### config.mk
export PLATFORM = sky130hd
export DESIGN_NAME = fetch_prefetch
export DESIGN_NICKNAME = d
export VERILOG_FILES = /design/src/rtl/fetch_prefetch.sv
export SDC_FILE = /design/constraint.sdc
export NUM_CORES = 1
export LEC_CHECK = 0
export BUFFER_PORTS_ARGS = -buffer_cell sky130_fd_sc_hd__buf_2
export CORE_ASPECT_RATIO = 1.2
export CORE_MARGIN = 1.5
export CORE_UTILIZATION = 45
export DETAILED_ROUTE_END_ITERATION = 8
export GPL_TIMING_DRIVEN = 1
export PLACE_DENSITY = 0.63
export SYNTH_ARGS = -nofsm -noshare
export SYNTH_HDL_FRONTEND = slang
export SYNTH_SLANG_ARGS = --single-unit
### constraint.sdc
create_clock -name clk -period 5.6 [get_ports clk]
set_clock_uncertainty 0.15 [all_clocks]
set_input_delay 0 -clock clk [delete_from_list [all_inputs] [get_ports clk]]
set_output_delay 0 -clock clk [all_outputs]
set_load 0.005 [all_outputs]
### src/rtl/fetch_prefetch.sv
// fetch_prefetch: instruction prefetch stage between imem and decode.
// Issues sequential word-aligned fetches in order, buffers returned words together
// with their PCs in a DEPTH-entry FIFO and hands them to decode over valid/ready.
// An exec redirect flushes the FIFO and discards every response still in flight.
//
// Ports:
//   clk, rst_n                          clock, synchronous active-low reset
//   imem_req_valid/addr/ready           request channel to imem
//   imem_rsp_valid/data                 in-order response channel from imem
//   redirect_valid/pc                   one-cycle branch/jump redirect from exec
//   out_valid/instruction/pc, out_ready instruction stream to decode
//   perf_fetched, perf_dropped          only when FETCH_PERF_EN is defined:
//                                       FIFO pushes / discarded responses + flushed entries
module fetch_prefetch #(
  parameter logic [31:0] RESET_PC = 32'h0000_0000,
  parameter int unsigned DEPTH    = 4
) (
  input  logic        clk,
  input  logic        rst_n,
  output logic        imem_req_valid,
  output logic [31:0] imem_req_addr,
  input  logic        imem_req_ready,
  input  logic        imem_rsp_valid,
  input  logic [31:0] imem_rsp_data,
  input  logic        redirect_valid,
  input  logic [31:0] redirect_pc,
  output logic        out_valid,
  output logic [31:0] out_instruction,
  output logic [31:0] out_pc,
  input  logic        out_ready
`ifdef FETCH_PERF_EN
  ,
  output logic [31:0] perf_fetched,
  output logic [31:0] perf_dropped
`endif
);

  localparam int unsigned PW = (DEPTH > 1) ? $clog2(DEPTH) : 1;
  localparam int unsigned CW = PW + 1;
  localparam int unsigned SW = CW + 2;

  localparam logic [1:0] S_IDLE  = 2'd0;
  localparam logic [1:0] S_FETCH = 2'd1;
  localparam logic [1:0] S_FLUSH = 2'd2;

  logic [1:0]    state, state_d;
  logic [PW-1:0] rd_ptr, rd_d, wr_ptr, wr_d;
  logic [CW-1:0] count, count_d;
  logic [CW-1:0] in_flight, in_flight_d;
  logic [CW-1:0] drop_cnt, drop_cnt_d;
  logic [31:0]   next_pc_d;
  logic [31:0]   rsp_pc, rsp_pc_d;
  logic          req_valid_d;
  logic [31:0]   head_pc_d, head_data_d;

  logic [31:0]   mem_pc   [DEPTH];
  logic [31:0]   mem_data [DEPTH];

  logic          req_fire, rsp_accept, rsp_drop, push, pop;
  logic [CW-1:0] flushed;

  // Handshake decode, counter and pointer next-state, registered output precompute
  always_comb begin
    state_d     = state;
    rd_d        = rd_ptr;
    wr_d        = wr_ptr;
    count_d     = count;
    drop_cnt_d  = drop_cnt;
    next_pc_d   = imem_req_addr;
    rsp_pc_d    = rsp_pc;
    head_pc_d   = out_pc;
    head_data_d = out_instruction;
    flushed     = '0;

    req_fire   = imem_req_valid && imem_req_ready;
    // Responses during IDLE belong to a pre-reset request and are ignored
    rsp_accept = imem_rsp_valid && (state != S_IDLE) && (in_flight != '0);
    rsp_drop   = rsp_accept && ((drop_cnt != '0) || redirect_valid);
    push       = rsp_accept && !rsp_drop;
    pop        = out_valid && out_ready;

    in_flight_d = in_flight + CW'(req_fire) - CW'(rsp_accept);

    if (redirect_valid) begin
      // Everything still outstanding after this cycle belongs to the old stream
      drop_cnt_d = in_flight_d;
      next_pc_d  = {redirect_pc[31:2], 2'b00};
      rsp_pc_d   = {redirect_pc[31:2], 2'b00};
      rd_d       = '0;
      wr_d       = '0;
      count_d    = '0;
      flushed    = count - CW'(pop);
    end else begin
      if (rsp_accept && (drop_cnt != '0)) drop_cnt_d = drop_cnt - CW'(1);
      if (req_fire) next_pc_d = imem_req_addr + 32'd4;
      if (push) begin
        rsp_pc_d = rsp_pc + 32'd4;
        wr_d     = wr_ptr + PW'(1);
      end
      if (pop) rd_d = rd_ptr + PW'(1);
      count_d = count + CW'(push) - CW'(pop);
      // New head is either the word being written now or an already stored entry
      if (count_d != '0) begin
        if (push && (wr_ptr == rd_d)) begin
          head_pc_d   = rsp_pc;
          head_data_d = imem_rsp_data;
        end else begin
          head_pc_d   = mem_pc[rd_d];
          head_data_d = mem_data[rd_d];
        end
      end
    end

    case (state)
      S_IDLE:  state_d = S_FETCH;
      S_FETCH: if (redirect_valid && (drop_cnt_d != '0)) state_d = S_FLUSH;
      S_FLUSH: if (drop_cnt_d == '0) state_d = S_FETCH;
      default: state_d = S_IDLE;
    endcase

    // Outstanding + buffered + droppable never exceeds DEPTH, so the FIFO cannot overflow
    req_valid_d = (state_d != S_IDLE) &&
                  ((SW'(count_d) + SW'(in_flight_d) + SW'(drop_cnt_d)) < SW'(DEPTH));
  end

  // Control state and registered outputs
  always_ff @(posedge clk) begin
    if (!rst_n) begin
      state           <= S_IDLE;
      rd_ptr          <= '0;
      wr_ptr          <= '0;
      count           <= '0;
      in_flight       <= '0;
      drop_cnt        <= '0;
      rsp_pc          <= RESET_PC;
      imem_req_valid  <= 1'b0;
      imem_req_addr   <= RESET_PC;
      out_valid       <= 1'b0;
      out_instruction <= '0;
      out_pc          <= '0;
    end else begin
      state           <= state_d;
      rd_ptr          <= rd_d;
      wr_ptr          <= wr_d;
      count           <= count_d;
      in_flight       <= in_flight_d;
      drop_cnt        <= drop_cnt_d;
      rsp_pc          <= rsp_pc_d;
      imem_req_valid  <= req_valid_d;
      imem_req_addr   <= next_pc_d;
      out_valid       <= (count_d != '0);
      out_instruction <= head_data_d;
      out_pc          <= head_pc_d;
    end
  end

  // FIFO storage; contents are qualified by count, so no reset is needed
  always_ff @(posedge clk) begin
    if (push) begin
      mem_pc[wr_ptr]   <= rsp_pc;
      mem_data[wr_ptr] <= imem_rsp_data;
    end
  end

`ifdef FETCH_PERF_EN
  // Performance counters, wrap modulo 2^32
  always_ff @(posedge clk) begin
    if (!rst_n) begin
      perf_fetched <= '0;
      perf_dropped <= '0;
    end else begin
      perf_fetched <= perf_fetched + 32'(push);
      perf_dropped <= perf_dropped + 32'(rsp_drop) + 32'(flushed);
    end
  end
`endif

endmodule

## Yosys cells after proc, flatten, opt, wreduce, memory -nomap -nowiden

Memories as Yosys holds them, arrays and structs flattened. A register that Yosys moved wholly into a read port is not among the register bits.
Cells that the tools add are included.

| storage, ports and cells | value |
|---|---|
| register bits after elaboration | 81 |
| latch bits | 0 |
| memory bits (writable) | 256 |
| bits in read-only memories | 0 |
| bits of input ports | 70 |
| output and inout port bits | 98 |
| memories | 2 |

Memories:

| memory | words | width | read ports | clocked after Yosys merged registers in | wr ports | RTL line | source |
|---|---|---|---|---|---|---|---|
| mem_data | 4 | 32 | 1 | 1 | 1 | 57 | `logic [31:0] mem_data [DEPTH];` |
| mem_pc | 4 | 32 | 1 | 1 | 1 | 56 | `logic [31:0] mem_pc [DEPTH];` |

| operators by class | value |
|---|---|
| $add $sub $neg | 11 |
| multiply operators | 0 |
| divide/modulo/power cells | 0 |
| order comparisons | 1 |
| equal/unequal tests | 2 |
| shift-type cells | 0 |
| multiplexer cells | 14 |
| bitwise logic cells | 2 |
| reductions and logical operators | 26 |

Operators with widths:

| kind | count |
|---|---|
| $mux 32 | 4 |
| $add 32x3->32 const B | 2 |
| $reduce_bool 3->1 | 5 |
| $logic_and 1x1->1 | 9 |
| $mux 3 | 3 |
| $mux 2 | 4 |
| $reduce_bool 2->1 | 4 |
| $add 3x1->3 | 2 |
| $pmux 2 s3 | 1 |
| $sub 3x1->3 | 2 |
| $add 4x3->5 | 1 |
| $lt 5x3->1 const B | 1 |
| $add 2x1->2 const B | 2 |
| $add 3x3->4 | 1 |
| $logic_not 1->1 | 3 |
| $logic_not 3->1 | 1 |
| $sub 3x1->3 const B | 1 |
| $eq 2x1->1 const B | 1 |
| $eq 2x2->1 const B | 1 |
| $logic_not 2->1 | 1 |
| $mux 1 | 2 |
| $not 1->1 | 2 |
| $reduce_and 2->1 | 1 |
| $reduce_or 2->1 | 1 |
| $logic_or 1x1->1 | 1 |

## Longest topological paths before layout

| depth | value |
|---|---|
| depth after elaboration | 13 |
| mapped depth | 20 |
| depth with buffers taken out | 20 |

## Worst setup path after synthesis

No wires, ideal clock.

| timing path | value |
|---|---|
| path type | register to register |
| start | register drop_cnt[0] |
| end | register imem_req_valid |
| setup time | 0.081 ns |
| data arrival time | 4.200 ns |
| data required time | 5.369 ns |
| setup slack | 1.169 ns |
| stages on the path, launching flop included | 20 |
| path buffers | 0 |
| period minus slack after synthesis | 4.431 ns |
| cell sequence | dfxtp_1 -> inv_1 -> ha_1 -> nor2b_1 -> and4_1 -> inv_1 -> ha_1 -> inv_1 -> ha_1 -> inv_1 -> fa_1 -> xor2_1 -> xnor2_1 -> or2_2 -> fa_1 -> fa_1 -> or3_1 -> nand2_1 -> nand4_1 -> a41oi_1 |

| between the ends | value |
|---|---|
| longest elaborated chain between the ends | 12 |
| elaborated cells on any way between the ends | 23 |
| classes of those cells | 5 x add/sub; 1 x order compare; 6 x mux; 11 x reduce/logical |

RTL lines:

| what | RTL line | source |
|---|---|---|
| start: declaration | 50 | `logic [CW-1:0] drop_cnt, drop_cnt_d;` |
| start signal: assignment | 147 | `drop_cnt <= drop_cnt_d;` |
| $reduce_bool 3->1 | 78, 94 |  |
| $logic_or 1x1->1 | 78 | `rsp_drop = rsp_accept && ((drop_cnt != '0) \|\| redirect_valid);` |
| $logic_and 1x1->1 | 78 |  |
| $logic_not 1->1 | 79 | `push = rsp_accept && !rsp_drop;` |
| $logic_and 1x1->1 | 79 |  |
| $add 3x1->3 | 101 | `count_d = count + CW'(push) - CW'(pop);` |
| $sub 3x1->3 | 101 |  |
| $mux 3 | 84 | `if (redirect_valid) begin` |
| $add 3x3->4 | 123 | `((SW'(count_d) + SW'(in_flight_d) + SW'(drop_cnt_d)) < SW'(DEPTH));` |
| $add 4x3->5 | 123 |  |
| $lt 5x3->1 | 123 |  |
| $logic_and 1x1->1 * | 122 | `req_valid_d = (state_d != S_IDLE) &&` |
| end signal: assignment | 149 | `imem_req_valid <= req_valid_d;` |
| end: declaration | 20 | `output logic imem_req_valid,` |

Every way passes the cells marked *; elsewhere a longest branch is shown, timed or not.
A chain may end at the register's enable or synchronous reset.

## Final worst setup path

Same ends and word-level chain as after synthesis.

==> metrics.json <==
{
  "status": {"value": "finished clean"},
  "io_buffers": {"value": 161},
  "final_hold_violations": {"value": 0},
  "power_leakage": {"value": 7.549, "unit": "nW"},
  "final-instance-count-excl-fill": {"value": 2142},
  "nets": {"value": 1675},
  "grt_pass1_wl": {"value": 71980, "unit": "um"},
  "detailedRoute.firstIterationViolations": {"value": 1023},
  "biggest_fanout_along_the_worst_timing_path": {"value": 6},
  "cts_inserted_buffers": {"value": 41},
  "cts_buffer_depth": {"value": 3},
  "number_of_rows_in_the_core_area": {"value": 79},
  "synth_enable_flop_cells": {"value": 248},
  "clock_transition_time_at_the_flip_flop_clock_pins_of_the_worst_setup_and_hold_paths": {"value": 0.06, "unit": "ns"},
  "cp_data_arrival_time": {"value": 5.21, "unit": "ns"},
  "ant_nets": {"value": 0},
  "syn_inst": {"value": 1409},
  "worst_setup_path_end_kind": {"value": "register"},
  "tritoncts_num_sinks": {"value": 387},
  "yosysUniqueCellTypes": {"value": 69},
  "multi_input_gate_area_in_the_final_layout": {"value": 6999, "unit": "sq um"},
  "timing.max_cap.violations": {"value": 0},
  "yosys_warnings": {"value": 0},
  "io_pins": {"value": 168},
  "setup_viol": {"value": 0},
  "cts_max_level": {"value": 2},
  "die_height": {"value": 221.4, "unit": "um"},
  "cts_root_buffer": {"value": "clkbuf_16"},
  "worst-slew-pin-transition": {"value": 1.072, "unit": "ns"},
  "crit_required": {"value": 5.91, "unit": "ns"},
  "final-seq-area": {"value": 10240, "unit": "sq um"},
  "mostFrequentLayoutCell": {"value": "edfxtp_1"},
  "synthTopCellsByArea": {"value": "edfxtp_1, dfxtp_1, o221ai_1, mux2_2, mux2i_1"},
  "layout_cells_sized_above_1": {"value": 21.72, "unit": "%"},
  "totalPowerFinal": {"value": 6.664, "unit": "mW"},
  "post_cts.repair.setup_buffers": {"value": 0},
  "drt_first_pass_iters": {"value": 5},
  "synth_top_cell_area_share": {"value": 41.65, "unit": "%"},
  "holdPathStages": {"value": 2},
  "post_synth.cell_area_avg": {"value": 12.69, "unit": "sq um"},
  "criticalPathCategory": {"value": "register to register"},
  "synth_flop_cell": {"value": "edfxtp_1"},
  "final-max-slew-violation-count": {"value": 0},
  "final.setup.tns": {"value": 0, "unit": "ns"},
  "diodes": {"value": 0},
  "postRouteWirelength": {"value": 46710, "unit": "um"},
  "avgViaCountPerCell": {"value": 6.116},
  "fp.coreArea": {"value": 38940, "unit": "sq um"},
  "cts_tree": {"value": "done"},
  "floorplan.die_area": {"value": 40940, "unit": "sq um"},
  "final_cell_mix": {"value": "edfxtp_1, buf_2, dfxtp_1"},
  "first_global_vias": {"value": 12827},
  "critPathLaunchType": {"value": "register"},
  "max_freq": {"value": 0.2039, "unit": "GHz"},
  "vdd.ir_drop.worst": {"value": 0.0002152, "unit": "V"},
  "post_cts_hold_buffer_count": {"value": 73},
  "synth_top_area_cell": {"value": "edfxtp_1"},
  "post_drt_wl_per_cell": {"value": 21.81, "unit": "um"},
  "worst_skew_pair.late_latency": {"value": 0.54, "unit": "ns"},
  "synth_async_sr_flop_share": {"value": 0, "unit": "%"},
  "slew_hr": {"value": 27.86, "unit": "%"},
  "antenna_violations_before_repair": {"value": 0},
  "syn-cell-area": {"value": 17880, "unit": "sq um"},
  "synth.yosys.seq_area_share": {"value": 57.21, "unit": "%"},
  "total_vias_in_the_final_route": {"value": 13100},
  "holdCritPathClass": {"value": "input pin to register"},
  "cts_repair_resize_count": {"value": 0},
  "initial_core_util": {"value": 45.91, "unit": "%"},
  "count_of_filler_cells_inserted_in_the_layout": {"value": 3321},
  "power_density": {"value": 317.2, "unit": "nW/um^2"},
  "ff_latch_count_synth": {"value": 387},
  "grt_start_max_net_pins": {"value": 89},
  "globalRouteOverflowTotal": {"value": 0},
  "die_width": {"value": 185.0, "unit": "um"},
  "placedCellCount": {"value": 1996},
  "setup_repair_after_global_routing_missed_its_margin": {"value": "no"},
  "r2r.worst_path.cells": {"value": 19},
  "global_route_usage_over_all_layers": {"value": 22.48, "unit": "%"},
  "drc_viols": {"value": 0},
  "post-route-min-period": {"value": 4.905, "unit": "ns"},
  "finalWeightedCongestion": {"value": 0.8347},
  "post_route_clock_period_utilization": {"value": 87.59, "unit": "%"},
  "area.growth.synth_to_final": {"value": 17.49, "unit": "%"},
  "place_hpwl": {"value": 27390, "unit": "um"}
}
==> per-stage QoR <==
stage          setup WS [ns]  hold slack, ns  utilization [%]  cell area (sq um)
2_1_floorplan          1.169        -0.05113                -              17890
3_3_place_gp          0.7951         0.07770            48.84              19020
3_5_place_dp          0.7181         0.08527            48.84              19020
4_1_cts               0.6710         0.06528            53.94              21010
5_1_grt               0.3308         0.08866            53.94              21010
6_report              0.6948         0.08674            53.94              21010
==> layout make-up <==
class | instances | share of cell area [%]
Sequential cell | 387 | 48.74
Multi-Input combinational cell | 870 | 33.32
Timing Repair Buffer | 260 | 8.363
Clock buffer | 53 | 5.289
Tap cell | 526 | 3.133
Clock inverter | 20 | 0.6850
Inverter | 26 | 0.4705
==> critical path, cell delays in order (launching register included) <==
cell,delay [ns]
dfxtp_1,0.32
inv_1,0.08
ha_1,0.21
nor2b_1,0.34
and4_1,0.38
inv_1,0.13
ha_1,0.30
inv_1,0.06
ha_1,0.14
inv_1,0.05
fa_1,0.37
xor2_1,0.16
xnor2_1,0.16
or2_2,0.31
fa_1,0.53
fa_1,0.45
or3_1,0.32
nand2_1,0.07
nand4_1,0.09
a41oi_1,0.20
==> cell families (layout without fill, tap and decap cells) <==
kind of cell / after synthesis / in the layout / synth area share [%]
buffers and inverters: 155 / 359 / 3.807
adder cells (fa/ha/maj): 19 / 19 / 1.540
XOR/XNOR: 48 / 48 / 2.428
AO/OA/AOI/OAI: 399 / 399 / 16.81
AND/OR/NAND/NOR: 275 / 275 / 9.419
multiplexers: 125 / 125 / 8.761
flip-flops: 387 / 387 / 57.21
other: 1 / 4 / 0.02097
==> synth_stat cells (14+ instances only) <==
master	count
clkbuf_1	87
xnor2_1	28
or3_1	14
mux4_2	20
inv_1	21
xor2_1	19
a21oi_1	43
edfxtp_1	248
mux2i_1	53
o221ai_1	102
o21ai_0	41
mux2_2	52
o2bb2ai_1	51
nand4b_1	53
nand3_1	34
dfxtp_1	139
o31ai_1	55
buf_2	29
a31oi_1	16
ha_1	14
a22oi_1	51
nor2_1	22
nand2_1	56
==> layer usage <==
| layer | wire length [um] | global-route usage (%) |
|---|---|---|
| met5 | 0 | 0 |
| met2 | 23010 | 38.08 |
| met3 | 3042 | 4.164 |
| met4 | 964 | 6.347 |
| met1 | 19690 | 29.29 |
==> registers in the layout, summed over array words and instances, names as in the netlist <==
register / cells
imem_req_valid: 1
state: 2
out_instruction: 32
mem_pc: 120
wr_ptr: 2
out_valid: 1
in_flight: 3
mem_data: 128
rsp_pc: 30
drop_cnt: 3
count: 3
rd_ptr: 2
out_pc: 30
imem_req_addr: 30
==> where the power goes <==
group          switching [mW]  internal, mW  total (mW)
registers               0.113          3.16        3.27
logic                   0.467         0.346       0.813
clock network            1.09          1.49        2.58
==> worst paths after layout <==
kind                                           to                       startpoint  slack, ns
setup reg to reg        imem_req_valid$_SDFF_PN0_           drop_cnt[0]$_SDFF_PN0_       0.69
setup / recovery        imem_req_valid$_SDFF_PN0_           drop_cnt[0]$_SDFF_PN0_       0.69
hold / removal           mem_data[0][3]$_DFFE_PP_                 imem_rsp_data[3]       0.09
hold reg to reg   out_instruction[2]$_SDFFE_PN0P_  out_instruction[2]$_SDFFE_PN0P_       0.31
Note: power is estimated with default switching activity, not from simulation.
